==> config.mk <==
export PLATFORM = sky130hd
export DESIGN_NAME = fetch_stage
export DESIGN_NICKNAME = d
export VERILOG_FILES = /design/src/rtl/fetch_stage.sv
export SDC_FILE = /design/constraint.sdc
export NUM_CORES = 1
export LEC_CHECK = 0
export CAP_MARGIN = 20
export CORE_MARGIN = 3
export CORE_UTILIZATION = 54
export DETAILED_ROUTE_END_ITERATION = 7
export PLACE_DENSITY = 0.89
export SETUP_SLACK_MARGIN = 0.3
export SKIP_CTS_REPAIR_TIMING = 1
export SLEW_MARGIN = 0
export SYNTH_ARGS = -nofsm -noshare
export SYNTH_HDL_FRONTEND = slang
export SYNTH_SLANG_ARGS = --single-unit
==> constraint.sdc <==
create_clock -name clk -period 5.8 [get_ports clk]
set_input_delay 0.58 -clock clk [delete_from_list [all_inputs] [get_ports clk]]
set_output_delay 0.58 -clock clk [all_outputs]
set_load 0.005 [all_outputs]
==> src/rtl/fetch_stage.sv <==
// Instruction fetch stage: credit-limited request issue, 2-entry in-order queue to decode, redirect
// with in-flight discard. Optional macro FETCH_MISALIGN_CHECK_EN enables misaligned-redirect faults.
module fetch_stage #(
  parameter logic [31:0] RESET_PC = 32'h0000_0000,
  parameter logic [31:0] NOP_INST = 32'h0000_0013
) (
  input  logic        clk,
  input  logic        rst_n,
  output logic        imem_req_valid,
  input  logic        imem_req_ready,
  output logic [31:0] imem_req_addr,
  input  logic        imem_rsp_valid,
  input  logic [31:0] imem_rsp_data,
  input  logic        redirect_valid,
  input  logic [31:0] redirect_pc,
  output logic        id_valid,
  input  logic        id_ready,
  output logic [31:0] id_instruct,
  output logic [31:0] id_pc,
  output logic [31:0] id_pc4,
  output logic        misalign_fault
);

  logic [31:0] pc_q, pc_d;
  logic [1:0]  cnt_q, cnt_d;
  logic [1:0]  out_cnt_q, out_cnt_d;
  logic [1:0]  disc_q, disc_d;
  logic        rd_ptr_q, rd_ptr_d;
  logic        wr_ptr_q, wr_ptr_d;
  logic        fault_q, fault_d;
  logic [31:0] q_inst_q [2];
  logic [31:0] q_pc_q [2];

  logic [31:0] redir_target;
  logic        redir_bad;
  logic        accept;
  logic        rsp_live;
  logic        rsp_keep;
  logic        deq;
  logic [31:0] rsp_pc;

`ifdef FETCH_MISALIGN_CHECK_EN
  assign redir_target = redirect_pc;
  assign redir_bad    = (redirect_pc[1:0] != 2'b00);
`else
  logic unused_redir_lsb;
  assign unused_redir_lsb = ^redirect_pc[1:0];
  assign redir_target     = {redirect_pc[31:2], 2'b00};
  assign redir_bad        = 1'b0;
`endif

  // Queue slots plus in-flight requests never exceed two, so the queue cannot overflow.
  assign imem_req_valid = rst_n && !redirect_valid && !fault_q &&
                          (({1'b0, cnt_q} + {1'b0, out_cnt_q}) < 3'd2);
  assign imem_req_addr  = pc_q;
  assign accept         = imem_req_valid && imem_req_ready;

  assign rsp_live = imem_rsp_valid && (out_cnt_q != 2'd0);
  assign rsp_keep = rsp_live && (disc_q == 2'd0) && !redirect_valid;
  // Kept requests are contiguous and end just below pc_q, so the oldest sits out_cnt words back.
  assign rsp_pc   = pc_q - {28'd0, out_cnt_q, 2'b00};

  assign id_valid       = (cnt_q != 2'd0) && !redirect_valid;
  assign deq            = id_valid && id_ready;
  assign id_instruct    = (cnt_q != 2'd0) ? q_inst_q[rd_ptr_q] : NOP_INST;
  assign id_pc          = (cnt_q != 2'd0) ? q_pc_q[rd_ptr_q] : pc_q;
  assign id_pc4         = id_pc + 32'd4;
  assign misalign_fault = fault_q;

  always_comb begin
    pc_d      = pc_q;
    cnt_d     = cnt_q;
    out_cnt_d = out_cnt_q + {1'b0, accept} - {1'b0, rsp_live};
    disc_d    = disc_q;
    rd_ptr_d  = rd_ptr_q;
    wr_ptr_d  = wr_ptr_q;
    fault_d   = fault_q;
    if (redirect_valid) begin
      pc_d     = redir_target;
      cnt_d    = 2'd0;
      rd_ptr_d = 1'b0;
      wr_ptr_d = 1'b0;
      // Everything still in flight after this cycle belongs to the abandoned path.
      disc_d   = out_cnt_q - {1'b0, rsp_live};
      fault_d  = redir_bad;
    end else begin
      if (accept) begin
        pc_d = pc_q + 32'd4;
      end
      if (rsp_live && (disc_q != 2'd0)) begin
        disc_d = disc_q - 2'd1;
      end
      cnt_d    = cnt_q + {1'b0, rsp_keep} - {1'b0, deq};
      rd_ptr_d = rd_ptr_q ^ deq;
      wr_ptr_d = wr_ptr_q ^ rsp_keep;
    end
  end

  always_ff @(posedge clk or negedge rst_n) begin
    if (!rst_n) begin
      pc_q      <= RESET_PC;
      cnt_q     <= 2'd0;
      out_cnt_q <= 2'd0;
      disc_q    <= 2'd0;
      rd_ptr_q  <= 1'b0;
      wr_ptr_q  <= 1'b0;
      fault_q   <= 1'b0;
    end else begin
      pc_q      <= pc_d;
      cnt_q     <= cnt_d;
      out_cnt_q <= out_cnt_d;
      disc_q    <= disc_d;
      rd_ptr_q  <= rd_ptr_d;
      wr_ptr_q  <= wr_ptr_d;
      fault_q   <= fault_d;
    end
  end

  always_ff @(posedge clk) begin
    if (rsp_keep) begin
      q_inst_q[wr_ptr_q] <= imem_rsp_data;
      q_pc_q[wr_ptr_q]   <= rsp_pc;
    end
  end

endmodule
=== Yosys cells after proc, flatten, opt, wreduce, memory -nomap -nowiden ===
Memory sizes are Yosys's and may differ from the RTL's.
Index checks and enable logic that the tools add are counted.

* Add/sub/neg operators: 10
* $lt $le $gt $ge: 1
* Multiplexer cells: 11
* Bitwise logic cells: 2
* Reduce and logical (&&, ||, !) cells: 16

{| class="wikitable"
|+ Operators by type and width
! operator !! number
|-
| $mux W32 || 4
|-
| $add A32 B3 Y32 const B || 2
|-
| $sub A32 B4 Y32 || 1
|-
| $reduce_bool A2 Y1 || 5
|-
| $logic_and A1 B1 Y1 || 9
|-
| $mux W2 || 3
|-
| $sub A2 B1 Y2 || 3
|-
| $add A2 B1 Y2 || 2
|-
| $mux W1 || 4
|-
| $add A2 B2 Y3 || 1
|-
| $lt A3 B2 Y1 const B || 1
|-
| $logic_not A2 Y1 || 1
|-
| $sub A2 B1 Y2 const B || 1
|-
| $xor A1 B1 Y1 || 2
|-
| $logic_not A1 Y1 || 1
|}

* Register bits after elaboration: 40
* Memory bits (writable): 128
* Bits of input ports: 70
* Output and inout port bits: 131
* Word-level logic and storage cells: 48
* Memories kept: 2

{| class="wikitable"
|+ Memories
! memory !! words !! bits a word !! read ports !! clocked after Yosys merged registers in !! wr ports !! RTL line !! source
|-
| q_inst_q || 2 || 32 || 1 || 0 || 1 || 31 || <nowiki>logic [31:0] q_inst_q [2];</nowiki>
|-
| q_pc_q || 2 || 32 || 1 || 0 || 1 || 32 || <nowiki>logic [31:0] q_pc_q [2];</nowiki>
|}

=== Longest topological paths before layout ===
Gate-level depths: netlist of run 1.

* Depth in word-level cells: 7
* Depth in mapped cells: 14
* Depth with buffers taken out: 10

=== Least setup slack after synthesis of run 1 ===
OpenSTA, ideal clock, no wires.

* Kind: register -> register
* From: register cnt_q[0]
* To: register out_cnt_q[1]
* Data arrival time: 3.089 ns
* Required time: 5.671 ns
* Setup slack: 2.582 ns
* Cell stages (with the launch flop): 15
* Path buffers: 4
* Period minus slack after synthesis: 3.218 ns
* Cells stage by stage: dfrtp_1 -> buf_2 -> clkbuf_1 -> and2_1 -> fa_1 -> nor4b_1 -> and2_1 -> clkbuf_1 -> inv_2 -> clkbuf_1 -> ha_1 -> inv_1 -> ha_1 -> xnor2_1 -> xnor2_1

* Cells in the longest elaborated chain, start to end: 6

{| class="wikitable"
|+ Ends and longest elaborated chain
! element !! RTL line !! source
|-
| from (decl) || 25 || <nowiki>logic [1:0] cnt_q, cnt_d;</nowiki>
|-
| from (signal assigned) || 110 || <nowiki>cnt_q <= cnt_d;</nowiki>
|-
| $add A2 B2 Y3 || 54 || <nowiki>(({1'b0, cnt_q} + {1'b0, out_cnt_q}) < 3'd2);</nowiki>
|-
| $lt A3 B2 Y1 || 54 ||
|-
| $logic_and A1 B1 Y1 || 53 || <nowiki>assign imem_req_valid = rst_n && !redirect_valid && !fault_q &&</nowiki>
|-
| via imem_req_valid || 9 || <nowiki>output logic imem_req_valid,</nowiki>
|-
| $logic_and A1 B1 Y1 || 56 || <nowiki>assign accept = imem_req_valid && imem_req_ready;</nowiki>
|-
| $add A2 B1 Y2 || 73 || <nowiki>out_cnt_d = out_cnt_q + {1'b0, accept} - {1'b0, rsp_live};</nowiki>
|-
| $sub A2 B1 Y2 || 73 ||
|-
| via out_cnt_d[1] || 26 || <nowiki>logic [1:0] out_cnt_q, out_cnt_d;</nowiki>
|-
| to (signal assigned) || 111 || <nowiki>out_cnt_q <= out_cnt_d;</nowiki>
|-
| to (decl) || 26 ||
|}

The timed path passes the listed nets, and every way through them passes these cells.
A chain may end at the register's enable or synchronous reset.

=== Worst setup path after layout of run 1 ===
* From: register cnt_q[0]
* To: output port id_pc4[27]

* Cells in the longest elaborated chain, start to end: 3

{| class="wikitable"
|+ Ends and longest elaborated chain
! element !! RTL line !! source
|-
| $reduce_bool A2 Y1 || 66 || <nowiki>assign id_pc = (cnt_q != 2'd0) ? q_pc_q[rd_ptr_q] : pc_q;</nowiki>
|-
| $mux W32 || 66 ||
|-
| $add A32 B3 Y32 || 67 || <nowiki>assign id_pc4 = id_pc + 32'd4;</nowiki>
|-
| to (decl) || 20 || <nowiki>output logic [31:0] id_pc4,</nowiki>
|}

No other way between the ends.

==> results of run 1 <==
synth_stat cells, drive strengths merged (10+ instances only):
master	n	area, um^2
edfxtp	124	3720
buf	33	196
ha	12	150
mux2	11	124
inv	35	131
mux2i	63	631
nor3	29	150
dfrtp	38	951
nor4	18	149
nand2	65	244
clkbuf	27	103
xnor2	39	342
a31oi	10	62.6
xor2	21	184
nor2	66	248
nand3	24	120
a21oi	15	78.8
nand4	11	75.1
o21ai	36	180
metrics by stage:
stage	utilization (%)	hold slack [ns]	setup slack [ns]
floorplan	-	0.284	2.58
global placement	68.5	0.578	1.83
detailed placement	68.7	0.608	1.63
CTS	73.0	0.201	1.11
global route	73.1	0.227	0.852
finish	73.1	0.183	1.02
cell type report:
type | instances | area, um^2
clock buffer | 18 | 429
clock inverter | 14 | 225
fill | 994 | 4110
inverter | 35 | 131
multi-input combinational | 502 | 3410
sequential | 162 | 4680
tap | 211 | 264
timing repair buffer | 202 | 2010
power groups by stage:
stage	sequential, uW	combinational [uW]	clock, uW
finish	1530	1350	1240
detailed placement	1540	1330	0
CTS	1520	1340	1250
global route	1540	1450	1290
floorplan	1450	728	0
global placement	1540	1290	0
cells in the final DEF, fill, tap and decap left out, types with 4 or more instances in the layout:
| master | instances |
|---|---|
| clkdlybuf4s50_1 | 190 |
| edfxtp_1 | 124 |
| nor2_1 | 65 |
| nand2_1 | 65 |
| mux2i_1 | 63 |
| xnor2_1 | 39 |
| dfrtp_1 | 37 |
| o21ai_0 | 34 |
| inv_1 | 34 |
| nor3_1 | 28 |
| nand3_1 | 24 |
| xor2_1 | 21 |
| clkbuf_16 | 17 |
| nor4_1 | 15 |
| a21oi_1 | 14 |
| mux2_2 | 11 |
| nand4_1 | 10 |
| a31oi_1 | 10 |
| ha_1 | 10 |
| o311ai_0 | 9 |
| buf_4 | 9 |
| a221o_1 | 7 |
| and3_1 | 7 |
| conb_1 | 7 |
| bufinv_16 | 5 |
| or3_1 | 4 |
| inv_6 | 4 |
logic make-up (layout without fill, tap and decap cells):
family	count (synthesis)	in the layout	share of synthesized area (%)
simple gates	252	252	15.1
flops	162	162	55.1
compound gates	95	95	7.30
buf+inv	95	269	5.07
mux	74	74	8.90
xor+xnor	60	60	6.20
fa+ha+maj	14	14	2.24
other cells	1	7	0.0442
flip-flops by register name, indices dropped and copies added, names as in the netlist:
register / flops
cnt_q: 2
disc_q: 2
imem_req_addr: 30
out_cnt_q: 2
q_inst_q: 64
q_pc_q: 60
rd_ptr_q: 1
wr_ptr_q: 1
worst paths after layout:
check	start	end	slack, ns
setup / recovery	cnt_q[0]	id_pc4[27]	1.02
hold / removal	rst_n	imem_req_addr[26]	0.18
setup reg to reg	cnt_q[0]	imem_req_addr[11]	2.19
hold reg to reg	disc_q[1]	disc_q[1]	0.62
max in group asynchronous	rst_n	rd_ptr_q	5.21
min in group clk	disc_q[1]	disc_q[1]	0.62
routing by layer:
layer	vias to the layer above	GRT usage (%)
met5	-	0
met4	0	10.3
met3	53	4.02
met2	403	43.3
met1	3317	35.2
li1	3062	-
==> flow_metrics.tcl, run 1 <==
set metrics [dict create \
    status "finished, final reports clean" \
    dr_wl_met2_um 11200 \
    syn_area_per_cell_um2 11.3 \
    rows 45 \
    swShare_pct 30.7 \
    finalMaxSlewViolations 0 \
    fin_cells 1144 \
    wl_met3_um 1820 \
    top_layer_used "met4" \
    syn2layout_area_growth_pct 31.5 \
    drc 0 \
    antenna_left 0 \
    cts_root_buf "clkbuf_16" \
    synth.distinct_cells 60 \
    ys.warnings.count 0 \
    clock_sinks 162 \
    ys_seq_area_share_pct 55.1 \
    grt_use_total_pct 26.2 \
    worst_pin_slew_ns 1.04 \
    stdcell_area_um2 11200 \
    crit_family "simple AND/OR/NAND/NOR gates" \
    place_area_um2 10500 \
    slew_headroom_pct 30.6 \
    synth-edff-count 124 \
    dp.cells 1111 \
    die_x_um 131 \
    numCtsBuffers 17 \
    die_area_um2 17200 \
    grt_pass1_vias 6487 \
    r2r_cells 11 \
    cap_violations 0 \
    combPwrFrac_pct 32.8 \
    diodes 0 \
    finalCritPeriodShare_pct 82.4 \
    first_pass_iters 5 \
    totalWireLength_um 22800 \
    cts_tree "yes" \
    vdd_drop_max_mv 0.262 \
    sequentialPowerShare_pct 37.1 \
    criticalPathCategory "register to output pin" \
    synth_flop_cell "edfxtp_1" \
    core_region_area_um2 15300 \
    vias_per_cell 5.97 \
    max_stage_delay_ns 0.67 \
    setup_viol 0 \
    cts-htree-levels 4 \
    cp-start-kind "register" \
    drtIter0Drc 742 \
    portBuffers 191 \
    antenna_found_initial 0 \
    initial_utilization_pct 55.6 \
    syn-instance-count 753 \
    crit_path_end_kind "output pin" \
    power_density_nw_per_um2 369 \
    rsz0062_at_grt "no" \
    fmax_ghz 0.209 \
    p_int_uw 2850 \
    fin_tns_setup_ns 0 \
    grt_max_degree 46 \
    place.gp.congestion 0.835 \
    cts_buffer_depth 2 \
    cp_max_fo 16 \
    synth_area_um2 8480 \
    dpl.hpwl_um 15200 \
    arrival_ns 4.20 \
    skew_ns 0.0137 \
    async_flop_share_pct 23.5 \
    grt_overflow 0 \
    path_cells "or2_1 -> mux2i_1 -> nor3_1 -> nand3_1 -> nor4_1 -> xnor2_1 -> clkdlybuf4s50_1" \
    cp.buffers_inverters 1 \
    layout.nets 1004 \
    fin_crit_ns 4.78 \
    wl_met1_um 9130 \
    hold_viol_final 0 \
    io_pins 201 \
    clk_pin_slew_ns 0.06 \
    ys_ff_latch 162 \
    p_total_uw 4110 \
    path_depth 7 \
    p_leak_uw 0.00397 \
    grt_first_pass_wirelength_um 35900 \
    cp.required_ns 5.22 \
    drive_above_1_share_pct 7.50 \
    p_sw_uw 1260 \
    insertion_delay_ns 0.44 \
    clkPwrFrac_pct 30.1 \
    die_h_um 131 \
    hp-class "input port to asynchronous set/reset pin" \
    slowest_stage "nor3_1" \
    vias 6835 \
    avgRoutedWirePerCell_um 19.9 \
]
Note: power is estimated with default switching activity, not from simulation.
==> inputs of run 2 (changes only) <==
--- a/config.mk
+++ b/config.mk
@@ -7,9 +7,9 @@
 export LEC_CHECK = 0
 export CAP_MARGIN = 20
 export CORE_MARGIN = 3
-export CORE_UTILIZATION = 54
+export CORE_UTILIZATION = 51
 export DETAILED_ROUTE_END_ITERATION = 7
-export PLACE_DENSITY = 0.89
+export PLACE_DENSITY = 0.85
 export SETUP_SLACK_MARGIN = 0.3
 export SKIP_CTS_REPAIR_TIMING = 1
 export SLEW_MARGIN = 0
==> constraint.sdc (replaced) <==
create_clock -name clk -period 5 [get_ports clk]
set_input_delay 0.5 -clock clk [delete_from_list [all_inputs] [get_ports clk]]
set_output_delay 0.5 -clock clk [all_outputs]
set_load 0.005 [all_outputs]
==> flow_metrics.tcl, run 2 (synthesis gave the netlist of run 1 again) <==
set metrics [dict create \
    antenna_found_initial 0 \
    avgRoutedWirePerCell_um 18.8 \
    grt_use_total_pct 23.5 \
    grt_overflow 0 \
    insertion_delay_ns 0.43 \
    use_met2_pct 39.1 \
    fin_crit_ns 4.39 \
    drtIter0Drc 568 \
    cp.required_ns 4.50 \
    largest_reg_flops 64 \
    vdd_drop_max_mv 0.281 \
    first_pass_iters 6 \
    numCtsBuffers 17 \
    vias 6615 \
    cap_violations 0 \
    max_stage_delay_ns 0.53 \
    hold_viol_final 0 \
    drive_above_1_share_pct 7.40 \
    place_area_um2 10500 \
    hp-class "input port to asynchronous set/reset pin" \
    place.gp.congestion 0.813 \
    rsz0062_at_grt "no" \
    portBuffers 191 \
    regMostFlops "q_inst_q" \
    slowest_stage "dfrtp_1" \
    layout_common_cells "clkdlybuf4s50_1 (190), edfxtp_1 (124), nor2_1 (65), nand2_1 (65), mux2i_1 (63)" \
    io_pins 201 \
    stdcell_area_um2 11100 \
    initial_utilization_pct 52.8 \
    cts-htree-levels 4 \
    rows 46 \
    crit_path_end_kind "output pin" \
    antenna_left 0 \
    skew_ns 0.0106 \
    path_cells "or2_1 -> buf_4 -> a21oi_1 -> and4_1 -> nand4_2 -> nor4_1 -> xor2_1 -> clkdlybuf4s50_1" \
    finalMaxSlewViolations 0 \
    grtUsageMet1_pct 30.9 \
    criticalPathCategory "register to output pin" \
    setup_viol 0 \
    slew_headroom_pct 28.1 \
    arrival_ns 3.89 \
    syn2layout_area_growth_pct 30.6 \
    met3_usage_pct 5.63 \
    cp-start-kind "register" \
    cts_tree "yes" \
    die_area_um2 18200 \
    grt_first_pass_wirelength_um 33400 \
    grt_max_degree 57 \
    cts_buffer_depth 2 \
    drc 0 \
    clk_pin_slew_ns 0.06 \
    final_common_cell "clkdlybuf4s50_1" \
    power_density_nw_per_um2 416 \
    grt-busiest-layer "met2" \
    p_total_uw 4610 \
    cp_max_fo 26 \
    cts_root_buf "clkbuf_16" \
    p_leak_uw 0.00394 \
    diodes 0 \
    grt_pass1_vias 6234 \
    fmax_ghz 0.228 \
    core_region_area_um2 16100 \
    worst_pin_slew_ns 1.08 \
    totalWireLength_um 21600 \
    die_x_um 135 \
    dpl.hpwl_um 15100 \
    layout.nets 1004 \
    clock_sinks 162 \
    vias_per_cell 5.76 \
    status "finished, final reports clean" \
    die_h_um 135 \
    finalCritPeriodShare_pct 87.8 \
    fin_tns_setup_ns 0 \
]
-- run 2: cell count changes in the layout (fill, tap and decap cells not counted), sizes merged --
cell    delta
bufinv     -3
clkinv     +4
inv        -1
-- run 2: power by group --
| part | internal [uW] | switching, uW |
|---|---|---|
| combinational | 820 | 737 |
| clock | 743 | 539 |
| sequential | 1600 | 169 |
| total | 3160 | 1450 |
-- run 2: final cells by class --
type                       instances  area [um^2]
clock inverter                    14          158
timing repair buffer             202         2000
multi-input combinational        502         3410
sequential                       162         4680
fill                            1129         4980
tap                              216          270
inverter                          35          131
clock buffer                      18          429
-- run 2: stage by stage --
stage	cells	setup WS [ns]	hold WS [ns]	util (%)
finish	1149	0.610	0.182	69.0
global route	1149	0.407	0.203	69.0
CTS	1149	0.605	0.181	69.0
detailed placement	1117	1.08	0.573	65.3
global placement	1117	1.16	0.578	65.3
floorplan	759	1.78	0.204	-
-- run 2: worst max-delay path: cells and delay by family, from the launching register on --
family	cells	cell delay, ns
flops	1	0.53
compound gates	1	0.43
buf+inv	2	0.82
simple gates	4	1.46
xor+xnor	1	0.21
-- run 2: worst paths after layout --
kind | startpoint | end | slack [ns] | depth (start not counted)
max | cnt_q[1] | id_pc4[31] | 0.61 | 8
min | rst_n | imem_req_addr[24] | 0.18 | 2
max reg2reg | cnt_q[0] | imem_req_addr[14] | 1.50 | 11
min reg2reg | out_cnt_q[0] | out_cnt_q[0] | 0.59 | 1
max in group asynchronous | rst_n | rd_ptr_q | 4.43 | 2
min in group clk | out_cnt_q[0] | out_cnt_q[0] | 0.59 | 1
-- run 2: metal layers --
layer	wire [um]	part of all wire, %
met5	0	0
met3	1830	8.5
met4	352	1.6
met2	10600	49
met1	8800	41
==> inputs of run 3 (changes only) <==
--- a/config.mk
+++ b/config.mk
@@ -9,6 +9,7 @@
 export CORE_MARGIN = 3
 export CORE_UTILIZATION = 51
 export DETAILED_ROUTE_END_ITERATION = 7
+export HOLD_SLACK_MARGIN = 0.15
 export PLACE_DENSITY = 0.85
 export SETUP_SLACK_MARGIN = 0.3
 export SKIP_CTS_REPAIR_TIMING = 1
==> results of run 3 <==
Same layout as run 2: the final DEF is identical, and so are final timing and power.
